File: src/rtl/ps2_kbd_cmd_sequencer.sv
// Host-side PS/2 keyboard command sequencer: runs reset/BAT (0xFF) and set-LED (0xED+arg)
// exchanges through PS2_Controller and forwards all other received bytes. Optional: AUTO_INIT_EN.
module ps2_kbd_cmd_sequencer #(
  parameter int RSP_TIMEOUT = 2_500_000,
  parameter int BAT_TIMEOUT = 50_000_000,
  parameter int MAX_RETRIES = 3
) (
  input  logic       CLOCK_50,
  input  logic       resetn,
  input  logic       init_req,
  input  logic       led_req,
  input  logic [2:0] led_val,
  output logic       busy,
  output logic       init_done,
  output logic       error,
  output logic [7:0] the_command,
  output logic       send_command,
  input  logic       command_was_sent,
  input  logic       error_communication_timed_out,
  input  logic [7:0] received_data,
  input  logic       received_data_en,
  output logic [7:0] key_data,
  output logic       key_data_en
);

  localparam int TMAX = (RSP_TIMEOUT > BAT_TIMEOUT) ? RSP_TIMEOUT : BAT_TIMEOUT;
  localparam int TW   = (TMAX > 1) ? $clog2(TMAX) : 1;
  localparam int RW   = (MAX_RETRIES > 0) ? $clog2(MAX_RETRIES + 1) : 1;

  localparam logic [TW-1:0] RSP_LAST  = TW'(RSP_TIMEOUT - 1);
  localparam logic [TW-1:0] BAT_LAST  = TW'(BAT_TIMEOUT - 1);
  localparam logic [RW-1:0] RETRY_MAX = RW'(MAX_RETRIES);

  localparam logic [7:0] CMD_RESET    = 8'hFF;
  localparam logic [7:0] CMD_SET_LED  = 8'hED;
  localparam logic [7:0] RSP_ACK      = 8'hFA;
  localparam logic [7:0] RSP_RESEND   = 8'hFE;
  localparam logic [7:0] RSP_BAT_OK   = 8'hAA;
  localparam logic [7:0] RSP_BAT_FAIL = 8'hFC;

`ifdef AUTO_INIT_EN
  localparam logic AUTO_INIT = 1'b1;
`else
  localparam logic AUTO_INIT = 1'b0;
`endif

  typedef enum logic [2:0] {
    S_IDLE, S_SEND, S_WAIT_TX, S_WAIT_ACK, S_WAIT_BAT, S_ERROR
  } state_t;

  state_t          state_q, state_d;
  logic [7:0]      cmd_q, cmd_d;
  logic [2:0]      arg_q, arg_d;
  logic [RW-1:0]   retry_q, retry_d;
  logic [TW-1:0]   timer_q, timer_d;
  logic            pend_q, pend_d;
  logic            busy_q, busy_d;
  logic            init_done_q, init_done_d;
  logic            error_q, error_d;
  logic [7:0]      the_command_q, the_command_d;
  logic            send_q, send_d;
  logic [7:0]      key_data_q, key_data_d;
  logic            key_data_en_q, key_data_en_d;
  logic            consumed;
  logic            start;

  always_comb begin
    state_d       = state_q;
    cmd_d         = cmd_q;
    arg_d         = arg_q;
    retry_d       = retry_q;
    timer_d       = timer_q;
    pend_d        = pend_q;
    busy_d        = busy_q;
    init_done_d   = init_done_q;
    error_d       = error_q;
    the_command_d = the_command_q;
    send_d        = send_q;
    key_data_d    = key_data_q;
    key_data_en_d = 1'b0;
    consumed      = 1'b0;
    start         = 1'b0;

    case (state_q)
      S_IDLE: begin
        // init has priority; a simultaneous led_req is dropped, not queued
        if (init_req || pend_q) begin
          cmd_d       = CMD_RESET;
          init_done_d = 1'b0;
          pend_d      = 1'b0;
          start       = 1'b1;
        end else if (led_req) begin
          cmd_d = CMD_SET_LED;
          arg_d = led_val;
          start = 1'b1;
        end
        if (start) begin
          error_d = 1'b0;
          busy_d  = 1'b1;
          retry_d = '0;
          state_d = S_SEND;
        end
      end
      S_SEND: begin
        the_command_d = cmd_q;
        send_d        = 1'b1;
        state_d       = S_WAIT_TX;
      end
      S_WAIT_TX: begin
        if (command_was_sent) begin
          send_d  = 1'b0;
          state_d = S_WAIT_ACK;
        end else if (error_communication_timed_out) begin
          state_d = S_ERROR;
        end
      end
      S_WAIT_ACK: begin
        timer_d = timer_q + 1'b1;
        if (received_data_en && (received_data == RSP_ACK || received_data == RSP_RESEND)) begin
          consumed = 1'b1;
          if (received_data == RSP_ACK) begin
            if (cmd_q == CMD_RESET) begin
              state_d = S_WAIT_BAT;
            end else if (cmd_q == CMD_SET_LED) begin
              cmd_d   = {5'b0, arg_q};
              retry_d = '0;
              state_d = S_SEND;
            end else begin
              busy_d  = 1'b0;
              state_d = S_IDLE;
            end
          end else if (retry_q < RETRY_MAX) begin
            retry_d = retry_q + 1'b1;
            state_d = S_SEND;
          end else begin
            state_d = S_ERROR;
          end
        end else if (timer_q == RSP_LAST) begin
          state_d = S_ERROR;
        end
      end
      S_WAIT_BAT: begin
        timer_d = timer_q + 1'b1;
        if (received_data_en && received_data == RSP_BAT_OK) begin
          consumed    = 1'b1;
          init_done_d = 1'b1;
          busy_d      = 1'b0;
          state_d     = S_IDLE;
        end else if (received_data_en && received_data == RSP_BAT_FAIL) begin
          consumed = 1'b1;
          state_d  = S_ERROR;
        end else if (timer_q == BAT_LAST) begin
          state_d = S_ERROR;
        end
      end
      S_ERROR: begin
        state_d = S_IDLE;
      end
      default: begin
        state_d = S_IDLE;
      end
    endcase

    // error flags are registered together with the ERROR state itself
    if (state_d == S_ERROR) begin
      error_d = 1'b1;
      busy_d  = 1'b0;
      send_d  = 1'b0;
    end

    if (state_d != state_q) begin
      timer_d = '0;
    end

    if (received_data_en && !consumed) begin
      key_data_en_d = 1'b1;
      key_data_d    = received_data;
    end
  end

  always_ff @(posedge CLOCK_50 or negedge resetn) begin
    if (!resetn) begin
      state_q       <= S_IDLE;
      cmd_q         <= 8'h00;
      arg_q         <= 3'b000;
      retry_q       <= '0;
      timer_q       <= '0;
      pend_q        <= AUTO_INIT;
      busy_q        <= 1'b0;
      init_done_q   <= 1'b0;
      error_q       <= 1'b0;
      the_command_q <= 8'h00;
      send_q        <= 1'b0;
      key_data_q    <= 8'h00;
      key_data_en_q <= 1'b0;
    end else begin
      state_q       <= state_d;
      cmd_q         <= cmd_d;
      arg_q         <= arg_d;
      retry_q       <= retry_d;
      timer_q       <= timer_d;
      pend_q        <= pend_d;
      busy_q        <= busy_d;
      init_done_q   <= init_done_d;
      error_q       <= error_d;
      the_command_q <= the_command_d;
      send_q        <= send_d;
      key_data_q    <= key_data_d;
      key_data_en_q <= key_data_en_d;
    end
  end

  assign busy         = busy_q;
  assign init_done    = init_done_q;
  assign error        = error_q;
  assign the_command  = the_command_q;
  assign send_command = send_q;
  assign key_data     = key_data_q;
  assign key_data_en  = key_data_en_q;

endmodule

File: config.mk
export PLATFORM = sky130hd
export DESIGN_NAME = ps2_kbd_cmd_sequencer
export DESIGN_NICKNAME = d
export VERILOG_FILES = /design/src/rtl/ps2_kbd_cmd_sequencer.sv
export SDC_FILE = /design/constraint.sdc
export NUM_CORES = 1
export LEC_CHECK = 0
export BUFFER_PORTS_ARGS = -buffer_cell sky130_fd_sc_hd__clkbuf_2
export CORE_MARGIN = 5
export CORE_UTILIZATION = 60
export CTS_CLUSTER_SIZE = 20
export DETAILED_ROUTE_END_ITERATION = 12
export PLACE_DENSITY = 0.82
export SLEW_MARGIN = 20
export SYNTH_ARGS = -nofsm -noshare
export SYNTH_HDL_FRONTEND = slang
export SYNTH_SLANG_ARGS = --single-unit
File: constraint.sdc
create_clock -name CLOCK_50 -period 3 [get_ports CLOCK_50]
set_clock_uncertainty 0.05 [all_clocks]
set_input_delay 0.15 -clock CLOCK_50 [delete_from_list [all_inputs] [get_ports CLOCK_50]]
set_output_delay 0.15 -clock CLOCK_50 [all_outputs]
set_load 0.005 [all_outputs]
==> results of run 1 <==
## repair_timing
action,in CTS,in global routing
hold buffers,4,0
gates resized for setup,0,0
endpoints found under the hold margin,23,0
## power by group
group          switching, uW  internal, uW  total [uW]
logic                    465           327         792
registers                138           918        1060
clock network            309           449         758
total                    912          1690        2610
## cells in the final DEF, fill, tap and decap left out, drive strengths merged, types with 4 or more instances in the layout
cell type    Yosys  routed
and3             4       4
nor3             5       5
mux2            17      17
xnor2            5       5
nor4             5       5
nand3           15      15
clkbuf           2      50
nor2            46      46
nand4            9       9
xor2            20      20
nand2           28      28
o21ai           11      11
dlygate4sd3      0       4
a21oi            6       6
dfrtp           57      57
nor4b            4       4
## sequential cells by signal, summed over array words and instances, names as in the netlist
| signal | cells |
|---|---|
| arg_q | 3 |
| busy | 1 |
| cmd_q | 5 |
| error | 1 |
| init_done | 1 |
| key_data | 8 |
| key_data_en | 1 |
| retry_q | 2 |
| send_command | 1 |
| state_q | 3 |
| the_command | 5 |
| timer_q | 26 |
## routing by layer
metal	track usage, %	wire (um)	up-vias
met2	35.7	3320	92
met3	4.66	383	12
met4	11.1	122	0
met5	0	0	-
met1	27.0	2680	1173
li1	-	-	1127
## worst paths after layout
check,from,to,slack [ps],cells past startpoint
worst max-delay path,state_q[0],timer_q[14],590,6
worst max register to register,state_q[0],timer_q[14],590,6
min in group asynchronous,resetn,the_command[2],280,2
worst min register to register,error,error,430,1
max in group asynchronous,resetn,key_data[3],1760,3
worst min-delay path,received_data[5],key_data[5],30,2
## per-stage QoR
step | area, um^2 | std cells
floorplan | 3030 | 294
global placement | 3210 | 389
detailed placement | 3210 | 389
CTS | 3460 | 409
global route | 3460 | 409
finish | 3460 | 409
## logic make-up after synthesis
kind of cell    after synthesis  synth area share [%]
simple gates                141                  25.7
flops                        57                  47.1
compound gates               35                  8.14
xor+xnor                     25                  7.23
mux                          19                  6.98
buf+inv                      15                  4.05
fa+ha+maj                     2                 0.826
## layout make-up
cell class,instances,area [um^2]
multi-input combinational,222,1480
sequential,57,1430
fill,385,1360
timing repair buffer,44,245
clock buffer,12,165
tap,67,83.8
clock inverter,4,50.0
inverter,3,11.3
==> results.md, run 1 <==
* Status: finished clean
* Number of port buffers at 38
* Syn avg cell area at slightly above 10 um^2
* Commonest cells in the netlist: dfrtp_1 (57), nor2_1 (38), nand2_1 (28), xor2_1 (20), mux2_2 (17)
* Post-route ant nets at 0
* First-pass GRT wire length at 10800 um
* CTS clock-pin slew for the worst setup and hold paths at approximately 70 ps
* Synth area leaders: dfrtp_1 (47%), mux2_2 (6.3%), xor2_1 (5.8%), nor2_1 (4.7%), nand2_1 (3.5%)
* Area of the mapped netlist at 3030 um^2
* Initial Utilization at 62.9%
* Via count at between 2000 and 2500
* Synth Flop Type: dfrtp_1
* EDFF count, synth at 0
* Clock Sinks at 57
* Kind of critical path: reg2reg
* Final setup margin at about 590 ps
* DIE AREA at approximately 6600 um^2
* Critical path buffer and inverter count at 0
* DRC violations left at 0
* Unrepaired setup endpoints after global routing: no
* Yosys top cell by area: dfrtp_1
* Worst EP required at 3170 ps
* Ant diodes at 0
* TritonCTS Buffers at 9
* Max-cap violations at 0
* Die Ht at 81.1 um
* Slowest-stage cell, CP: nor4_1
* Max rail drop VDD at 0.373 mV
* Critical-path cell list: and3b_1 > nor2_1 > nor4_1 > nand3_1 > xor2_1 > nor2_2
* # Post-CTS Setup Buffers at 0
* Clock Latency Late Sink at 340 ps
* Leak Pwr at 0.00152 uW
* RePlAce Congestion at between 0.9 and 1
* GRT overflow at 0
* Placeable Area at 4820 um^2
* Register area share after synthesis at a little under half
* Syn-to-layout area delta at 14.3%
* Register bit total from synthesis at 57
* Die width at about 81 um
* Ys Warns at 0
* Clock tree buffer depth at 2
* Drt wl/cell at 15.9 um
* Rel. slew slack at 56.2%
* Tot Pwr at about 2600 uW
* Gate Count Post-Synth at 294
* GRT Total Usage at 21.7%
* Detailed placement HPWL at between 4000 and 5000 um
* Drt pass-1 iters at 5
* Worst hold path type: in2reg
* Initial antenna violation count at 0
* PwrDens at 753 nW/um^2
* Fin Setup TNS at 0 ps
* Aggregate routed wire length at 6500 um
* # IOs at 39
* Hold WS at ~30 ps
* Final Setup Violations at 0
* Synth cell types at 59
* Slew Viols, Final at 0
* Minimum clock period at 2410 ps
* Element type at the critical path start: flop
* Largest net degree at the start of global routing at 38
* Final Core Density at 71.9%
* Final worst-path cycle share at 80.4%
* Count leader, synth: dfrtp_1
* Ys async rst share at 100%
* Iter 0 DRT Violations at between 100 and 150
* Top delay family on crit path: simple AND/OR/NAND/NOR gates
* DP Worst Slack at between 600 and 700 ps
* Highest Clock Rate at 415 MHz
* CP Capture Type: flop
* H-Tree Depth at 3
* FP Rows at 25
* Vias per cell at 5.88
* Post-synth top area share at 47.1%
* Layout cells sized above 1 at 27.2%
* CTS tree: yes
* Worst-path maximum fanout at 13
* Final hold vios at 0
* Nets at roughly 360
* Synthesized Nets at 314
* Tightest Pin Transition at 651 ps
* Vias in the first global route at 2341
* CP max stage delay at 630 ps
* WP data arrival at 2580 ps
* CTS root buf: clkbuf_8
No activity file was read; power rests on OpenSTA's default activity.
==> inputs of run 2 (changes only) <==
--- a/config.mk
+++ b/config.mk
@@ -7,10 +7,10 @@
 export LEC_CHECK = 0
 export BUFFER_PORTS_ARGS = -buffer_cell sky130_fd_sc_hd__clkbuf_2
 export CORE_MARGIN = 5
-export CORE_UTILIZATION = 60
+export CORE_UTILIZATION = 58
 export CTS_CLUSTER_SIZE = 20
 export DETAILED_ROUTE_END_ITERATION = 12
-export PLACE_DENSITY = 0.82
+export PLACE_DENSITY = 0.8
 export SLEW_MARGIN = 20
 export SYNTH_ARGS = -nofsm -noshare
 export SYNTH_HDL_FRONTEND = slang
==> constraint.sdc (replaced) <==
create_clock -name CLOCK_50 -period 2.3 [get_ports CLOCK_50]
set_clock_uncertainty 0.05 [all_clocks]
set_input_delay 0.115 -clock CLOCK_50 [delete_from_list [all_inputs] [get_ports CLOCK_50]]
set_output_delay 0.115 -clock CLOCK_50 [all_outputs]
set_load 0.005 [all_outputs]
==> run 2 against run 1 <==
Compared with the run above: via count increased by 2.9%; non-clock buffer count rose by 21; maximum frequency grew 9.9%; combinational power up 70%; worst setup slack worse by 480 ps; final cell count up 5.9%; power rose by 47%; critical endpoint is now timer_q[20]; largest cell class unchanged.
==> results.md, run 2 (synthesized netlist as in run 1, its figures left out) <==
* Status: finished clean
* Number of port buffers at 38 (unchanged)
* Clock tree buffer depth at 2 (unchanged)
* Final worst-path cycle share at 95.5% (+15 points)
* CTS tree: yes
* Worst EP required at 2480 ps (-690 ps)
* Tightest Pin Transition at 676 ps (+25.0 ps)
* Syn-to-layout area delta at 22.0%
* Die Ht at 82.3 um (+1.5%)
* Vias per cell at 5.71 (-2.8%)
* GRT overflow at 0 (unchanged)
* Die width at 82.3 um (+1.5%)
* DP Worst Slack at 112 ps (-526 ps)
* Reg-to-reg slack, setup at 100 ps (-480 ps)
* Post-route design area at 3690 um^2 (+6.7%)
* CTS root buf: clkbuf_8
* Drt wl/cell at 16.2 um (+1.8%)
* Clock Latency Late Sink at 340 ps (about the same)
* DIE AREA at 6770 um^2 (+3.0%)
* WP data arrival at 2370 ps (-210 ps)
* R2R depth at 8 (+2)
* Nets at 378 (+5.9%)
* Kind of critical path: reg2reg
* Iter 0 DRT Violations at 155 (+14%)
* Biggest register: timer_q
* Tot Pwr at 3840 uW (+47%)
* GRT Total Usage at 22.9% (+1.2 points)
* # IOs at 39 (unchanged)
* WHS Path Cells at 2 (unchanged)
* Vias in the first global route at 2354 (+0.56%)
* PwrDens at 1040 nW/um^2 (+38%)
* R2r endpoint: timer_q[20]
* Element type at the critical path start: flop
* TritonCTS Buffers at 9 (unchanged)
* Minimum clock period at 2200 ps (-217 ps)
* Worst Setup SP: timer_q[0]
* Final Setup Violations at 0 (unchanged)
* Initial antenna violation count at 0 (unchanged)
* Rel. slew slack at 54.9% (-1.3 points)
* Most frequent cells in the layout: dfrtp_1 (57), nor2_1 (38), clkbuf_2 (38)
* CP Capture Type: flop
* Cells after DPL at 408 (+4.9%)
* Ant diodes at 0 (unchanged)
* Hold path endpoint: key_data[2]
* Final std cells w/o fill at 433 (+5.9%)
* Largest net degree at the start of global routing at 27 (-29%)
* Placeable Area at 5070 um^2 (+5.4%)
* Layout cells sized above 1 at 30.3% (+3.1 points)
* Hold path startpoint: received_data[2]
* Leak Pwr at 0.00164 uW (+8.3%)
* Highest Clock Rate at 455 MHz (+9.9%)
* Final setup margin at 104 ps (-483 ps)
* Commonest non-fill, non-tap cell in the layout: dfrtp_1
* FP Rows at 26 (+4.0%)
* CTS clock-pin slew for the worst setup and hold paths at 70 ps (about the same)
* Detailed placement HPWL at 4980 um (+7.1%)
* Placed Area at 3360 um^2 (+4.6%)
* RePlAce Congestion at 0.897 (-3.6%)
* H-Tree Depth at 3 (unchanged)
* Aggregate routed wire length at 7010 um (+7.8%)
* Max rail drop VDD at 0.722 mV (+93%)
* Slew Viols, Final at 0 (unchanged)
* Drt pass-1 iters at 5 (unchanged)
* Worst hold path type: in2reg
* Initial Utilization at 59.7% (-3.2 points)
* DRC violations left at 0 (unchanged)
* Fin Setup TNS at 0 ps (unchanged)
* R2R Path Start: timer_q[0]
* Max-cap violations at 0 (unchanged)
* Post-route ant nets at 0 (unchanged)
* Final hold vios at 0 (unchanged)
* Via count at 2474 (+2.9%)
* First-pass GRT wire length at 11400 um (+6.1%)
* Worst-path maximum fanout at 12 (-1)
* Clock Sinks at 57 (unchanged)
* Max reg flops at 26 (unchanged)
## run 2: cell types whose count changed in the layout (fill, tap and decap cells not counted)
cell           previous run  this run
buf_4                     2        17
dlygate4sd3_1             4         8
buf_12                    0         2
bufinv_16                 1         3
nor4_4                    0         1
nor4_2                    1         0
clkinv_4                  0         1
clkbuf_8                 12         9
## run 2: how the worst max path moves through the flow
stage                       end  slack (ps)  depth (start not counted)
floorplan           timer_q[15]         280                          8
global placement    timer_q[23]         150                          7
detailed placement  timer_q[20]         110                          8
CTS                 timer_q[22]          70                          8
global route         timer_q[5]          -4                          8
finish              timer_q[20]         100                          8
## run 2: per-layer routing
layer / vias up / track usage [%] / part of all wire [%]
met5: - / 0 / 0
met4: 0 / 8.47 / 2.0
met3: 20 / 7.05 / 6.5
met2: 89 / 37.3 / 50
met1: 1192 / 28.6 / 41
li1: 1173 / - / -
## run 2: final cells by class
class	instances	area, um^2
Timing Repair Buffer	65	438
Inverter	3	11.3
Multi-Input combinational cell	222	1490
Clock buffer	9	124
Clock inverter	7	119
Fill cell	362	1380
Sequential cell	57	1430
Tap cell	70	87.6
## run 2: worst max-delay path, cell delays in order, from the launching register on
cell     delay, ps
dfrtp_1        370
ha_1           200
and4b_1        230
nand2_1         70
or3_2          530
a22o_1         280
nand4_4        130
buf_12         150
nor2_2          50
## run 2: stage by stage
step	utilization, %	hold WS, ps
global placement	66.1	105
CTS	72.5	5.38
global route	72.8	41.0
floorplan	-	-231
detailed placement	66.1	130
finish	72.8	43.8
## run 2: what timing repair did
item / in CTS / in global routing
hold buffers: 8 / 0
resized for setup: 0 / 1
setup buffers: 0 / 1
hold endpoints to repair: 31 / 0
setup endpoints to repair: 0 / 27
## run 2: power breakdown
group / internal (uW) / switching [uW] / leakage (uW)
logic: 632 / 721 / 0.000787
clock network: 718 / 431 / 0.000115
registers: 1200 / 136 / 0.000739
total: 2550 / 1290 / 0.00164
==> inputs of run 3 (changes only) <==
--- a/config.mk
+++ b/config.mk
@@ -5,12 +5,12 @@
 export SDC_FILE = /design/constraint.sdc
 export NUM_CORES = 1
 export LEC_CHECK = 0
-export BUFFER_PORTS_ARGS = -buffer_cell sky130_fd_sc_hd__clkbuf_2
 export CORE_MARGIN = 5
-export CORE_UTILIZATION = 58
+export CORE_UTILIZATION = 60
 export CTS_CLUSTER_SIZE = 20
 export DETAILED_ROUTE_END_ITERATION = 12
-export PLACE_DENSITY = 0.8
+export DONT_BUFFER_PORTS = 1
+export PLACE_DENSITY = 0.76
 export SLEW_MARGIN = 20
 export SYNTH_ARGS = -nofsm -noshare
 export SYNTH_HDL_FRONTEND = slang
==> run 3 against run 2 <==
Compared with the run above: clock-buffer cell count grew 1; critical endpoint is now timer_q[15]; global-route usage fell by 0.63 points; critical path depth unchanged; maximum frequency up 1.6%.
==> results.md, run 3 (synthesized netlist as in run 1, its figures left out) <==
* Status: finished clean
* Worst-path maximum fanout at 12 (unchanged)
* Part of the power in registers at 39.7% (+4.9 points)
* Top delay family on crit path: simple AND/OR/NAND/NOR gates
* Hold WS at 51.6 ps (+7.81 ps)
* Layout cells sized above 1 at 20.7% (-9.6 points)
* Slew Viols, Final at 0 (unchanged)
* RePlAce Congestion at 0.898 (about the same)
* Element type at the critical path start: flop
* Cells after DPL at 365 (-11%)
* Aggregate routed wire length at 6620 um (-5.5%)
* GRT Total Usage at 22.3% (-0.63 points)
* Placeable Area at 4820 um^2 (-5.1%)
* Clock Sinks at 57 (unchanged)
* Drt wl/cell at 16.8 um (+3.6%)
* Clock Latency Late Sink at 340 ps (about the same)
* Slowest-stage cell, CP: or3_2
* Final hold vios at 0 (unchanged)
* Kind of critical path: reg2reg
* Detailed placement HPWL at 4590 um (-7.8%)
* Vias per cell at 5.84 (+2.1%)
* Commonest non-fill, non-tap cell in the layout: dfrtp_1
* Sw power at 1190 uW (-7.9%)
* Syn-to-layout area delta at 15.8%
* Leak Pwr at 0.00149 uW (-9.2%)
* Final Setup Violations at 0 (unchanged)
* Rel. slew slack at 52.8% (-2.2 points)
* FP Rows at 25 (-3.8%)
* Switching portion of total power at 34.5% (+0.96 points)
* Highest Clock Rate at 463 MHz (+1.6%)
* Clock power frac at 26.0% (-4.0 points)
* Worst hold path type: in2reg
* Via count at 2305 (-6.8%)
* Die width at 81.1 um (-1.5%)
* Final worst-path cycle share at 94.0% (-1.5 points)
* CP max stage delay at 510 ps (-20 ps)
* Drt pass-1 iters at 4 (-1)
* CTS root buf: clkbuf_8
* DRC violations left at 0 (unchanged)
* CTS clock-pin slew for the worst setup and hold paths at 60 ps (about the same)
* TritonCTS Buffers at 9 (unchanged)
* Clock tree buffer depth at 2 (unchanged)
* Internal power at 2250 uW (-12%)
* Tot Pwr at 3440 uW (-10%)
* Unrepaired setup endpoints after global routing: no
* Max rail drop VDD at 0.447 mV (-38%)
* CP Capture Type: flop
* Post-CTS resize count at 0 (unchanged)
* # Post-CTS Setup Buffers at 0 (unchanged)
* Worst EP required at 2480 ps (about the same)
* CTS tree: yes
* Vias in the first global route at 2311 (-1.8%)
* Most frequent cells in the layout: dfrtp_1 (57), nor2_1 (38), nand2_1 (28)
* Critical-path cell list: ha_1 > and4b_1 > nand2_1 > or3_2 > a22o_1 > nand4_4 > buf_12 > nor2_1
* Fin Setup TNS at 0 ps (unchanged)
* WP data arrival at 2340 ps (-30 ps)
* Tightest Pin Transition at 701 ps (+24.9 ps)
* Max reg flops at 26 (unchanged)
* First-pass GRT wire length at 11000 um (-3.9%)
* Number of port buffers at 0 (-100%)
* DIE AREA at 6570 um^2 (-2.9%)
* Critical path buffer and inverter count at 1 (unchanged)
* Initial Utilization at 62.9% (+3.2 points)
* Ant diodes at 0 (unchanged)
* Max-cap violations at 0 (unchanged)
* Post-route ant nets at 0 (unchanged)
* PwrDens at 980 nW/um^2 (-5.6%)
* Iter 0 DRT Violations at 109 (-30%)
* Initial antenna violation count at 0 (unchanged)
* Largest net degree at the start of global routing at 58 (+110%)
* Final std cells w/o fill at 395 (-8.8%)
* Die Ht at 81.1 um (-1.5%)
* Minimum clock period at 2160 ps (-34.1 ps)
* GRT overflow at 0 (unchanged)
* # IOs at 39 (unchanged)
* Nets at 345 (-8.7%)
* Biggest register: timer_q
* H-Tree Depth at 3 (unchanged)
* Gate power share at 34.3% (-1.0 points)
==> run 3: cell types whose count changed in the layout (fill, tap and decap cells not counted) <==
cell / before / now
clkbuf_8: 9 / 10
nor4_4: 1 / 0
clkinvlp_4: 2 / 0
buf_4: 17 / 14
buf_16: 0 / 1
dlygate4sd3_1: 8 / 15
clkinv_2: 1 / 3
clkinv_4: 1 / 0
clkbuf_2: 38 / 0
nor4_2: 0 / 1
bufinv_16: 3 / 1
==> run 3: tightest hold or removal path, delay by kind of cell <==
kind / cells / cell delay, ps
compound gates: 2 / 220
simple gates: 1 / 70
==> run 3: through the flow <==
step	cell area [um^2]	setup slack, ps	utilization, %
2_1_floorplan	3030	276	-
3_5_place_dp	3150	128	65.3
6_report	3510	139	72.8
3_3_place_gp	3150	175	65.3
5_1_grt	3510	10.6	72.8
4_1_cts	3510	125	72.8
==> run 3: metal layers <==
metal  vias to the layer above  track usage [%]  part of all wire [%]
li1                       1106                -                     -
met1                      1127             27.1                    43
met2                        53             36.8                    50
met3                        19             5.10                   4.7
met4                         0             11.8                   2.4
met5                         -                0                     0
==> run 3: repair_timing <==
action	4_1_cts	5_1_grt
endpoints found under the setup margin	0	0
hold endpoints to repair	73	0
hold buffers	16	0
==> run 3: area by class of cell <==
type	instances	area [um^2]
timing repair buffer	32	323
inverter	3	11.3
fill	368	1310
multi-input combinational	222	1480
clock buffer	10	138
tap	67	83.8
sequential	57	1430
clock inverter	4	45.0
==> run 3: final timing paths <==
path / cells past startpoint / to / startpoint / slack [ps]
min in group asynchronous: 2 / the_command[2] / resetn / 230
setup / recovery: 8 / timer_q[15] / timer_q[0] / 140
hold reg to reg: 1 / retry_q[0] / retry_q[0] / 460
max in group asynchronous: 2 / key_data[3] / resetn / 1710
setup reg to reg: 8 / timer_q[15] / timer_q[0] / 140
hold / removal: 3 / state_q[1] / error_communication_timed_out / 50
==> run 3: power groups by stage <==
stage	clock network (uW)	registers, uW	logic (uW)
2_1_floorplan	0	1330	942
5_1_grt	950	1390	1310
3_3_place_gp	0	1380	1090
6_report	892	1370	1180
3_5_place_dp	0	1390	1130
4_1_cts	911	1370	1190
